[config.mk]
export PLATFORM = sky130hd
export DESIGN_NAME = tt_um_sap1_sequencer
export DESIGN_NICKNAME = d
export VERILOG_FILES = /design/src/rtl/sap1_pkg.sv /design/src/rtl/sap1_step_sync.sv /design/src/rtl/tt_um_sap1_sequencer.sv
export SDC_FILE = /design/constraint.sdc
export NUM_CORES = 1
export LEC_CHECK = 0
export BUFFER_PORTS_ARGS = -buffer_cell sky130_fd_sc_hd__buf_2
export CORE_UTILIZATION = 33
export DETAILED_ROUTE_END_ITERATION = 8
export PLACE_DENSITY = 0.73
export REMOVE_ABC_BUFFERS = 1
export SLEW_MARGIN = 25
export SYNTH_ARGS = -nofsm -noshare
export SYNTH_HDL_FRONTEND = slang
export SYNTH_SLANG_ARGS = --single-unit
[constraint.sdc]
create_clock -name clk -period 1.55 [get_ports clk]
set_clock_uncertainty 0.15 [all_clocks]
set_input_delay 0.31 -clock clk [delete_from_list [all_inputs] [get_ports clk]]
set_output_delay 0.31 -clock clk [all_outputs]
set_load 0.05 [all_outputs]
[src/rtl/sap1_pkg.sv]
// Shared constants for the SAP-1 control sequencer: opcodes, T-state encoding
// and the bit positions of the 13-bit control word.
package sap1_pkg;

  localparam logic [3:0] OP_LDA = 4'h0;
  localparam logic [3:0] OP_ADD = 4'h1;
  localparam logic [3:0] OP_SUB = 4'h2;
  localparam logic [3:0] OP_OUT = 4'hE;
  localparam logic [3:0] OP_HLT = 4'hF;

  // Encoding doubles as the T-state index reported on uio_out[7:5].
  typedef enum logic [2:0] {
    ST_HALT = 3'd0,
    ST_T1   = 3'd1,
    ST_T2   = 3'd2,
    ST_T3   = 3'd3,
    ST_T4   = 3'd4,
    ST_T5   = 3'd5,
    ST_T6   = 3'd6
  } tstate_e;

  localparam int CW_W    = 13;
  localparam int CW_CP   = 0;
  localparam int CW_EP   = 1;
  localparam int CW_LM   = 2;
  localparam int CW_CE   = 3;
  localparam int CW_LI   = 4;
  localparam int CW_EI   = 5;
  localparam int CW_LA   = 6;
  localparam int CW_EA   = 7;
  localparam int CW_SU   = 8;
  localparam int CW_EU   = 9;
  localparam int CW_LB   = 10;
  localparam int CW_LO   = 11;
  localparam int CW_HALT = 12;

  typedef logic [CW_W-1:0] cw_t;

endpackage

[src/rtl/sap1_step_sync.sv]
// Step-button synchronizer and rising-edge detector for single-step mode.
// Only compiled when SAP1_STEP_MODE_EN is defined.
`ifdef SAP1_STEP_MODE_EN
module sap1_step_sync #(
  parameter int STAGES = 2
) (
  input  logic clk,
  input  logic rst_n,
  input  logic step,
  output logic pulse
);

  logic [STAGES-1:0] sync_q;
  logic              prev_q;

  always_ff @(posedge clk or negedge rst_n) begin
    if (!rst_n) begin
      sync_q <= '0;
      prev_q <= 1'b0;
    end else begin
      sync_q <= {sync_q[STAGES-2:0], step};
      prev_q <= sync_q[STAGES-1];
    end
  end

  assign pulse = sync_q[STAGES-1] & ~prev_q;

endmodule
`endif

[src/rtl/tt_um_sap1_sequencer.sv]
// SAP-1 control sequencer: T1..T6 ring plus HALT, decoding the latched opcode into
// the control word. Define SAP1_STEP_MODE_EN to enable single-step gating on ui_in[5:4].
module tt_um_sap1_sequencer
  import sap1_pkg::*;
#(
  parameter int SYNC_STAGES = 2,
  parameter bit EARLY_END   = 1'b0
) (
  input  logic       clk,
  input  logic       rst_n,
  input  logic [7:0] ui_in,
  output logic [7:0] uo_out,
  input  logic [7:0] uio_in,
  output logic [7:0] uio_out,
  output logic [7:0] uio_oe,
  input  logic       ena
);

  tstate_e    state_q, state_d;
  logic [3:0] op_q;
  logic       advance;
  cw_t        cw;
  logic       unused;

  assign unused = &{1'b0, uio_in, ena, ui_in[7:4], SYNC_STAGES[0]};

`ifdef SAP1_STEP_MODE_EN
  logic step_pulse;

  sap1_step_sync #(.STAGES(SYNC_STAGES)) u_step_sync (
    .clk   (clk),
    .rst_n (rst_n),
    .step  (ui_in[5]),
    .pulse (step_pulse)
  );

  assign advance = !ui_in[4] || step_pulse;
`else
  assign advance = 1'b1;
`endif

  // NOTE: sequential state uses non-blocking assignments so every flop samples pre-edge values.
  always_ff @(posedge clk or negedge rst_n) begin
    if (!rst_n) state_q <= ST_T1;
    else        state_q <= state_d;
  end

  // Opcode is captured on the T3->T4 edge so T4..T6 ignore later changes on ui_in.
  always_ff @(posedge clk or negedge rst_n) begin
    if (!rst_n)                           op_q <= OP_LDA;
    else if (advance && state_q == ST_T3) op_q <= ui_in[3:0];
  end

  // NOTE: every always_comb output gets a default first so no path infers a latch.
  always_comb begin
    state_d = state_q;
    if (advance) begin
      case (state_q)
        ST_T1: state_d = ST_T2;
        ST_T2: state_d = ST_T3;
        ST_T3: state_d = ST_T4;
        ST_T4: begin
          if (op_q == OP_HLT)
            state_d = ST_HALT;
          else if (EARLY_END && op_q != OP_LDA && op_q != OP_ADD && op_q != OP_SUB)
            state_d = ST_T1;
          else
            state_d = ST_T5;
        end
        ST_T5: state_d = (EARLY_END && op_q == OP_LDA) ? ST_T1 : ST_T6;
        ST_T6: state_d = ST_T1;
        default: state_d = ST_HALT;
      endcase
    end
  end

  always_comb begin
    cw = '0;
    case (state_q)
      ST_T1: begin
        cw[CW_EP] = 1'b1;
        cw[CW_LM] = 1'b1;
      end
      ST_T2: cw[CW_CP] = 1'b1;
      ST_T3: begin
        cw[CW_CE] = 1'b1;
        cw[CW_LI] = 1'b1;
      end
      ST_T4: begin
        case (op_q)
          OP_LDA, OP_ADD, OP_SUB: begin
            cw[CW_EI] = 1'b1;
            cw[CW_LM] = 1'b1;
          end
          OP_OUT: begin
            cw[CW_EA] = 1'b1;
            cw[CW_LO] = 1'b1;
          end
          default: ;
        endcase
      end
      ST_T5: begin
        case (op_q)
          OP_LDA: begin
            cw[CW_CE] = 1'b1;
            cw[CW_LA] = 1'b1;
          end
          OP_ADD, OP_SUB: begin
            cw[CW_CE] = 1'b1;
            cw[CW_LB] = 1'b1;
          end
          default: ;
        endcase
      end
      ST_T6: begin
        if (op_q == OP_ADD || op_q == OP_SUB) begin
          cw[CW_EU] = 1'b1;
          cw[CW_LA] = 1'b1;
          cw[CW_SU] = (op_q == OP_SUB);
        end
      end
      ST_HALT: cw[CW_HALT] = 1'b1;
      default: ;
    endcase
  end

  assign uo_out  = cw[7:0];
  assign uio_out = {state_q, cw[CW_HALT:CW_SU]};
  assign uio_oe  = 8'hFF;

endmodule

==> results.md, run 1 <==
- Final hold slack: 0.146 ns
- Worst setup path class: reg -> out
- Switch Pwr: 127 uW
- Slowest Stage Delay on Critical Path: 0.55 ns
- Cell Pwr Density: 502 nW/um^2
- Nets: 107
- Setup-failing EPs final: 18
- Die outline width: 42.0 um
- Synthesis-to-finish area growth: 66.5%
- Routed WL: 1220 um
- Vias post-DR: 497
- Register share of total power: 0.438
- Tcrit/Tclk final: 1.33
- Arrival time worst endpoint: 1.60 ns
- Static Leakage: 0.434 nW
- Failing checks: negative setup slack
- CTS Buffer Depth: 2
- Final WS setup: -0.510 ns
- Core Region: 1510 sq um
- Critical path peak fanout: 5
- I/O pins: 43
- Vias in the first global route: 477
- Die height: 42.0 um
- Hpwl dp: 878 um
- Most frequent cells in the layout: buf_4 (15), buf_6 (10), conb_1 (8), dfrtp_1 (6), buf_2 (5)
- First-pass GRT wire length: 2090 um
- Post-synth top area cell: dfrtp_1
- Synth cell types: 26
- Root Buffer Master: clkbuf_4
- Largest cells by area after synthesis: dfrtp_1 (29%), buf_4 (16%), mux2_2 (8.6%)
- Main flop type after synthesis: dfrtp_1
- Number of synthesized flops with an enable pin: 0
- Remaining DRCs: 0
- FP Rows: 14
- Sw Ratio: 0.290
- Post-route minimum period: 2.06 ns
- Antenna-violating nets left: 0
- Yosys warns: 0
- Fmax achieved: 486 MHz
- Hold Vio Cnt, Final: 0
- TritonRoute pass-1 iters: 4
- Synth top area share: 0.285
- CTS tree: built
- Maximum vdd drop: 0.323 mV
- Via/cell ratio: 4.83
- Post-synth ARST share: 1.00
- Synth Instances: 55
- Clock H-tree levels: 1
- GP Congestion: 0.730
- Total power: 440 uW
- Run status: finished, violations left
- Max Slew Vio Count: 0
- Largest net degree at the start of global routing: 10
- MaxCap Viol Count: 0
- Clock slew at reported path FFs: 0.05 ns
- Diode count: 0
- I/O Buffers: 21
- Post-placement cell count: 96
- Cts bufs inserted: 3
- GRT Overall Usage: 0.156
- Syn Std Cell Area: 527 sq um
- Mapped Avg Cell Area: 9.58 sq um
- Fin util: 0.582
- Congestion Overflow GR: 0
- Finished Layout Cells: 103
- Initial DRC Count: 9
- Required @ worst endpoint: 1.09 ns
- CP cell instances: or4b_1, a31oi_1, buf_4
- Initial Util: 0.350
- Internal power: 313 uW
- RSZ-0062 raised after global routing: true
- Power share of the clock group: 0.354
- Seq cells post-synth: 7
- Worst min path class: in -> reg
- Fraction of layout cells with a size suffix above 1: 0.598
- Critical Path Sink Type: output port
- CTS Sinks: 7
- Comb pwr share: 0.208
- Initial antenna violation count: 0
- CP startpoint kind: flip-flop
- Pre-CTS setup slack: -0.308 ns
- Seq/Total Area, Yosys: 0.335
- Slowest CP cell: dfstp_2
- Clock Latency Late Sink: 0.24 ns
- Commonest non-fill, non-tap cell in the layout: buf_4
- Die ar.: 1760 sq um
- Drt wl/cell: 11.9 um
power groups by stage:
stage | combinational (mW) | clock, mW | sequential [mW]
6_report | 0.0918 | 0.156 | 0.193
3_3_place_gp | 0.0785 | 0 | 0.195
2_1_floorplan | 0.0547 | 0 | 0.198
3_5_place_dp | 0.0799 | 0 | 0.195
4_1_cts | 0.0878 | 0.166 | 0.193
5_1_grt | 0.0976 | 0.180 | 0.193
cell type report:
| class | instances | area [sq um] |
|---|---|---|
| clock buffer | 4 | 26.3 |
| tap | 16 | 20.0 |
| inverter | 1 | 3.75 |
| timing repair buffer | 33 | 283 |
| multi-input combinational | 42 | 368 |
| sequential | 7 | 176 |
| fill | 129 | 629 |
registers in the layout, indices dropped and copies added (netlist names):
| signal | flops |
|---|---|
| state_q | 3 |
| op_q | 4 |
worst paths after layout:
kind / start / end / slack [ns] / cells past startpoint
max in group asynchronous: rst_n / state_q[0] / 0.73 / 2
setup / recovery: state_q[0] / uo_out[6] / -0.51 / 3
setup reg to reg: state_q[0] / op_q[2] / -0.28 / 6
min in group asynchronous: rst_n / op_q[1] / 0.29 / 2
hold reg to reg: op_q[3] / op_q[3] / 0.48 / 2
hold / removal: ui_in[1] / op_q[1] / 0.15 / 2
stage by stage:
step | setup TNS [ns] | instance area (sq um)
detailed placement | -2.06 | 658
global placement | -1.68 | 658
global route | -6.85 | 877
finish | -5.44 | 877
CTS | -5.17 | 847
floorplan | -14.17 | 465
Yosys cell counts (2+ instances only):
| cell | count |
|---|---|
| mux2_2 | 4 |
| nor3_1 | 5 |
| dfrtp_1 | 6 |
| buf_4 | 11 |
| nand2b_1 | 4 |
| o21ai_0 | 2 |
| or4bb_1 | 2 |
| nor2_1 | 3 |
worst max-delay path, delay by kind of cell (launching register included):
kind	cells	cell delay [ns]
flops	1	0.55
simple gates	1	0.43
buf+inv	1	0.22
compound gates	1	0.16
cells by family after synthesis:
family	count (synthesis)	synth area share
muxes	4	0.0855
xor gates and xnor gates	2	0.0333
DFF	7	0.335
other	1	0.00712
and+or+nand+nor	21	0.266
buffers and inverters	13	0.173
AOI/OAI and AO/OA	7	0.0998
metal layers:
metal  wire length (um)  share of wire  GRT usage  vias up
li1                   -              -          -      242
met3                 72          0.059     0.0174        2
met5                  0              0          0        -
met2                650           0.53      0.275       26
met4                 10         0.0082     0.0710        0
met1                487           0.40      0.187      227
repair_timing:
item,CTS,global route
setup endpoints to repair,18,20
hold endpoints to repair,7,0
setup buffers,1,1
resized for setup,38,6
hold buffers,1,0
pin swaps,5,1
Power figures use the tool's default switching activity.
==> run 2: changes to the inputs <==
--- a/config.mk
+++ b/config.mk
@@ -6,9 +6,9 @@
 export NUM_CORES = 1
 export LEC_CHECK = 0
 export BUFFER_PORTS_ARGS = -buffer_cell sky130_fd_sc_hd__buf_2
-export CORE_UTILIZATION = 33
+export CORE_UTILIZATION = 37
 export DETAILED_ROUTE_END_ITERATION = 8
-export PLACE_DENSITY = 0.73
+export PLACE_DENSITY = 0.77
 export REMOVE_ABC_BUFFERS = 1
 export SLEW_MARGIN = 25
 export SYNTH_ARGS = -nofsm -noshare
==> constraint.sdc (replaced) <==
create_clock -name clk -period 2.3 [get_ports clk]
set_clock_uncertainty 0.15 [all_clocks]
set_input_delay 0.46 -clock clk [delete_from_list [all_inputs] [get_ports clk]]
set_output_delay 0.46 -clock clk [all_outputs]
set_load 0.05 [all_outputs]
==> run 2 against run 1 <==
Against the previous run: the flow now finishes without violations; largest cell class unchanged; count of clock-buffer cells in the layout stayed put; cell count decreased by 6.8%; first-iteration DRC count fell by 11%; power fell by 34%; design area decreased by 21%.
==> results.md, run 2 (synthesized netlist as in run 1, its figures left out) <==
- Run status: completed
- Reg2reg setup slack: 0.79 ns (+1.07 ns)
- Worst R2R Path Depth: 3 (-3)
- CP cell instances: buf_12, or3b_1, o22ai_1, buf_2
- CP startpoint kind: flip-flop
- Finished Layout Cells: 96 (-6.8%)
- Fmax achieved: 439 MHz
- Fin Setup TNS: 0 ns (+5.44 ns)
- Maximum vdd drop: 0.234 mV (-28%)
- Core Region: 1320 sq um (-13%)
- Register share of total power: 0.460 (+0.022)
- Clock slew at reported path FFs: 0.05 ns (about the same)
- Initial Util: 0.400 (+0.0501)
- Slowest CP cell: or3b_1
- Post-route minimum period: 2.28 ns
- Die outline width: 39.7 um (-5.3%)
- Switch Pwr: 83.6 uW (-34%)
- Remaining DRCs: 0 (unchanged)
- CTS tree: built
- Top reg by flops: op_q
- Worst setup path class: reg -> out
- Die height: 39.7 um (-5.3%)
- Power share of the clock group: 0.368 (+0.014)
- Via/cell ratio: 4.98 (+3.2%)
- Clock Latency Late Sink: 0.24 ns (about the same)
- CTS Sinks: 7 (unchanged)
- Routed WL: 1110 um (-9.5%)
- Drt wl/cell: 11.5 um (-2.9%)
- Initial antenna violation count: 0 (unchanged)
- Critical Path Sink Type: output port
- WP buf/inv: 2 (+1)
- Die ar.: 1580 sq um (-10%)
- Arrival time worst endpoint: 1.67 ns (+0.07 ns)
- Fraction of layout cells with a size suffix above 1: 0.494 (-0.104)
- Reg-to-reg startpoint: state_q[0]
- Sw Ratio: 0.289 (-0.000954)
- Setup-failing EPs final: 0 (-18)
- Largest delay share family, worst path: simple AND/OR/NAND/NOR gates
- Hold path start: ui_in[3]
- RSZ-0062 raised after global routing: true
- Clock H-tree levels: 1 (unchanged)
- Required @ worst endpoint: 1.69 ns (+0.60 ns)
- Comb pwr share: 0.172 (-0.036)
- I/O pins: 43 (unchanged)
- Hold Vio Cnt, Final: 0 (unchanged)
- Antenna-violating nets left: 0 (unchanged)
- Cell Pwr Density: 420 nW/um^2 (-16%)
- Vias in the first global route: 363 (-24%)
- CTS Buffer Depth: 2 (unchanged)
- I/O Buffers: 21 (unchanged)
- Most frequent cells in the layout: buf_2 (18), conb_1 (8), buf_4 (6)
- Reg2reg end: op_q[2]
- Synthesis-to-finish area growth: 30.9%
- Hpwl dp: 799 um (-9.1%)
- Congestion Overflow GR: 0 (unchanged)
- Initial DRC Count: 8 (-1)
- Critical path peak fanout: 9 (+4)
- MaxCap Viol Count: 0 (unchanged)
- Post-placement cell count: 87 (-9.4%)
- FP Rows: 13 (-1)
- Vias post-DR: 478 (-3.8%)
- Slowest Stage Delay on Critical Path: 0.44 ns (-0.11 ns)
- GRT Overall Usage: 0.146 (-0.00986)
- TritonRoute pass-1 iters: 4 (unchanged)
- Root Buffer Master: clkbuf_4
- Max FFs per register: 4 (unchanged)
- Static Leakage: 0.347 nW (-20%)
- Largest net degree at the start of global routing: 12 (+2)
- Cts bufs inserted: 3 (unchanged)
- Diode count: 0 (unchanged)
- Total power: 290 uW (-34%)
- Hold path endpoint: op_q[3]
- Max Slew Vio Count: 0 (unchanged)
- Nets: 101 (-5.6%)
- First-pass GRT wire length: 1490 um (-29%)
- GP Congestion: 0.801 (+9.7%)
- Filler Cells Inserted: 126 (-2.3%)
- Tcrit/Tclk final: 0.991
- Hold Crit Depth: 2 (unchanged)
- Commonest non-fill, non-tap cell in the layout: buf_2
- Internal power: 206 uW (-34%)
- Worst min path class: in -> reg
- Biggest regs: op_q: 4 flops, state_q: 3 flops
==> run 2: changes by cell type in the layout (fill, tap and decap cells not counted), moves of 4 or more <==
cell,before,now
buf_6,10,0
nor3_4,4,0
nor3_1,0,4
buf_4,15,6
buf_2,5,18
==> run 2: repair_timing <==
action	CTS	global route
gates cloned	0	0
setup buffers	0	4
hold buffers	1	0
endpoints found under the setup margin	3	3
endpoints found under the hold margin	6	0
resized for setup	1	9
==> run 2: area by class of cell <==
class	instances	area (sq um)	area share
repair buffers	27	170	0.247
clock buffers	4	26.3	0.0381
flip-flops and latches	7	180	0.261
well taps	15	18.8	0.0272
inverters	1	3.75	0.00544
multi-input cells	42	290	0.421
==> run 2: per-stage QoR <==
step / setup slack [ns] / hold WS [ns] / utilization / cell area [sq um]
5_1_grt: -0.0373 / 0.281 / 0.523 / 689
2_1_floorplan: -1.59 / 0.0144 / - / 465
6_report: 0.0208 / 0.296 / 0.523 / 689
3_3_place_gp: 0.254 / 0.142 / 0.453 / 597
4_1_cts: -0.0197 / 0.288 / 0.482 / 636
3_5_place_dp: 0.236 / 0.146 / 0.453 / 597
==> run 2: worst max path at each step <==
stage / startpoint / cells past startpoint / to
after floorplan: state_q[2] / 2 / uio_out[3]
after global placement: state_q[0] / 3 / uo_out[6]
after detailed placement: state_q[0] / 3 / uo_out[6]
after CTS: state_q[1] / 3 / uio_out[3]
after global routing: state_q[0] / 4 / uio_out[3]
final: state_q[0] / 4 / uo_out[2]
==> run 2: per-layer routing <==
metal | part of all wire | global-route usage | wire (um) | up-vias
met1 | 0.42 | 0.160 | 459 | 221
li1 | - | - | - | 229
met3 | 0.045 | 0.0341 | 50 | 4
met2 | 0.52 | 0.230 | 572 | 24
met5 | 0 | 0 | 0 | -
met4 | 0.019 | 0.129 | 21 | 0
==> run 2: power groups by stage <==
stage                     registers (mW)  clock network (mW)  logic [mW]
after floorplan                    0.133                   0      0.0369
after CTS                          0.133               0.111      0.0454
after detailed placement           0.135                   0      0.0441
after global placement             0.135                   0      0.0430
final                              0.133               0.107      0.0499
after global routing               0.133               0.122      0.0535
==> run 3: changes to the inputs <==
--- a/config.mk
+++ b/config.mk
@@ -5,10 +5,12 @@
 export SDC_FILE = /design/constraint.sdc
 export NUM_CORES = 1
 export LEC_CHECK = 0
-export BUFFER_PORTS_ARGS = -buffer_cell sky130_fd_sc_hd__buf_2
-export CORE_UTILIZATION = 37
+export CORE_AREA = 2 2 39 41
 export DETAILED_ROUTE_END_ITERATION = 8
-export PLACE_DENSITY = 0.77
+export DIE_AREA = 0 0 41 43
+export DONT_BUFFER_PORTS = 1
+export PLACE_DENSITY = 0.54
+export RECOVER_POWER = 100
 export REMOVE_ABC_BUFFERS = 1
 export SLEW_MARGIN = 25
 export SYNTH_ARGS = -nofsm -noshare
==> run 3 against run 2 <==
Against the previous run: first-iteration DRC count is 88% lower; clock power hardly changed; sequential cell count stayed put; power is 3.2% lower; sequential power hardly changed; cell count is 8.3% lower; combinational power is 17% lower; die area is 12% higher; fmax is 2.5% higher; design area is 6.5% lower; critical endpoint is now uo_out[6]; highest routed layer unchanged.
==> results.md, run 3 (synthesized netlist as in run 1, its figures left out) <==
- Cell area after layout: 644 sq um (-6.5%)
- Max Slew Vio Count: 0 (unchanged)
- Diode count: 0 (unchanged)
- Cts bufs inserted: 3 (unchanged)
- CTS tree: built
- Register share of total power: 0.477 (+0.017)
- Clock slew at reported path FFs: 0.05 ns (about the same)
- Slowest CP cell: dfstp_2
- Antenna-violating nets left: 0 (unchanged)
- MaxCap Viol Count: 0 (unchanged)
- CP cell instances: or4b_1, a31oi_1, buf_4
- Worst setup path class: reg -> out
- Static Leakage: 0.298 nW (-14%)
- CTS Buffer Depth: 2 (unchanged)
- Largest net degree at the start of global routing: 10 (-2)
- Remaining DRCs: 0 (unchanged)
- Die ar.: 1760 sq um (+12%)
- Fin Setup TNS: 0 ns (unchanged)
- Required @ worst endpoint: 1.69 ns (about the same)
- Reg2reg end: op_q[3]
- Synthesis-to-finish area growth: 22.3%
- Worst min path class: in -> reg
- I/O pins: 43 (unchanged)
- TritonRoute pass-1 iters: 2 (-2)
- Sw Ratio: 0.285 (-0.00378)
- Setup-failing EPs final: 0 (unchanged)
- Die outline width: 41 um (+3.2%)
- Routed WL: 1010 um (-8.7%)
- Total power: 281 uW (-3.2%)
- Clock Latency Late Sink: 0.24 ns (about the same)
- Hold Vio Cnt, Final: 0 (unchanged)
- Post-placement cell count: 82 (-5.7%)
- Post-route minimum period: 2.22 ns (-0.0566 ns)
- Max FFs per register: 4 (unchanged)
- Run status: completed
- CTS Sinks: 7 (unchanged)
- Fin util: 0.466 (-0.0576)
- WP buf/inv: 1 (-1)
- Maximum vdd drop: 0.266 mV (+14%)
- Reg2reg setup slack: 0.60 ns (-0.19 ns)
- Via/cell ratio: 4.59 (-7.8%)
- FP Rows: 14 (+1)
- Core Region: 1380 sq um (+5.0%)
- First-pass GRT wire length: 1590 um (+6.9%)
- Clock H-tree levels: 1 (unchanged)
- Arrival time worst endpoint: 1.61 ns (-0.06 ns)
- Power share of the clock group: 0.375 (+0.007)
- Root Buffer Master: clkbuf_4
- Top reg by flops: op_q
- I/O Buffers: 0 (-100%)
- Biggest regs: op_q: 4 flops, state_q: 3 flops
- CP startpoint kind: flip-flop
- Hold Crit Depth: 1 (-1)
- Tcrit/Tclk final: 0.966 (-0.0246)
- Critical Path Sink Type: output port
- Finished Layout Cells: 88 (-8.3%)
- Fmax achieved: 450 MHz (+2.5%)
- Largest delay share family, worst path: flip-flops
- Reg-to-reg startpoint: state_q[2]
- Initial Util: 0.381 (-0.0192)
- Commonest non-fill, non-tap cell in the layout: conb_1
- Cell Pwr Density: 435 nW/um^2 (+3.6%)
- Slowest Stage Delay on Critical Path: 0.57 ns (+0.13 ns)
- Vias post-DR: 404 (-15%)
- Switch Pwr: 79.9 uW (-4.5%)
- GRT Overall Usage: 0.134 (-0.0122)
- Hold path start: ui_in[0]
- Worst R2R Path Depth: 4 (+1)
- GP Congestion: 0.748 (-6.6%)
- Hpwl dp: 778 um (-2.6%)
- Drt wl/cell: 11.5 um (-0.39%)
- Nets: 92 (-8.9%)
- Initial antenna violation count: 0 (unchanged)
- Internal power: 201 uW (-2.7%)
- RSZ-0062 raised after global routing: true
- Most frequent cells in the layout: conb_1 (8), clkbuf_4 (7), buf_4 (5), clkbuf_2 (5)
- Congestion Overflow GR: 0 (unchanged)
- Vias in the first global route: 376 (+3.6%)
- Fraction of layout cells with a size suffix above 1: 0.417 (-0.0772)
- Critical path peak fanout: 6 (-3)
- Comb pwr share: 0.148 (-0.024)
- Initial DRC Count: 1 (-7)
- Hold path endpoint: op_q[0]
- Placed cell areas: 614 sq um (+2.9%)
- Die height: 43 um (+8.2%)
==> run 3: power groups by stage <==
stage               Clock [mW]  Combinational [mW]  Sequential (mW)
finish                   0.105              0.0414            0.134
global route             0.122              0.0441            0.134
CTS                      0.112              0.0415            0.133
detailed placement           0              0.0380            0.135
global placement             0              0.0377            0.135
floorplan                    0              0.0369            0.133
==> run 3: final cells by class <==
| class | instances | area, sq um |
|---|---|---|
| Tap cell | 16 | 20.0 |
| Sequential cell | 7 | 179 |
| Multi-Input combinational cell | 42 | 293 |
| Clock buffer | 4 | 26.3 |
| Fill cell | 151 | 739 |
| Timing Repair Buffer | 18 | 123 |
| Inverter | 1 | 3.75 |
==> run 3: worst max path at each step <==
| stage | slack (ns) | startpoint | cells after the start | endpoint |
|---|---|---|---|---|
| final | 0.08 | state_q[0] | 3 | uo_out[6] |
| after global routing | -0.02 | state_q[0] | 3 | uo_out[6] |
| after CTS | 0.04 | state_q[0] | 4 | uo_out[3] |
| after detailed placement | 0.25 | state_q[0] | 4 | uo_out[3] |
| after global placement | 0.25 | state_q[0] | 4 | uo_out[3] |
| after floorplan | -1.59 | state_q[2] | 2 | uio_out[3] |
==> run 3: routing by layer <==
metal  vias up  global-route usage  part of all wire
met5         -                   0                 0
met1       177               0.166              0.45
met4         0               0.100             0.019
li1        214                   -                 -
met3         2              0.0209             0.038
met2        11               0.197              0.49
==> run 3: metrics by stage <==
stage / hold slack [ns] / worst slack, ns
after global placement: 0.0146 / 0.251
final: 0.212 / 0.0774
after detailed placement: 0.0146 / 0.254
after floorplan: 0.0144 / -1.59
after CTS: 0.203 / 0.0396
after global routing: 0.202 / -0.0174
==> run 3: what timing repair did <==
item                                    4_1_cts  5_1_grt
endpoints found under the setup margin        1        2
endpoints found under the hold margin         7        0
gates resized for setup                       1        4
cloned                                        0        0
setup buffers                                 1        0
hold buffers                                  1        0
pin swaps                                     0        0
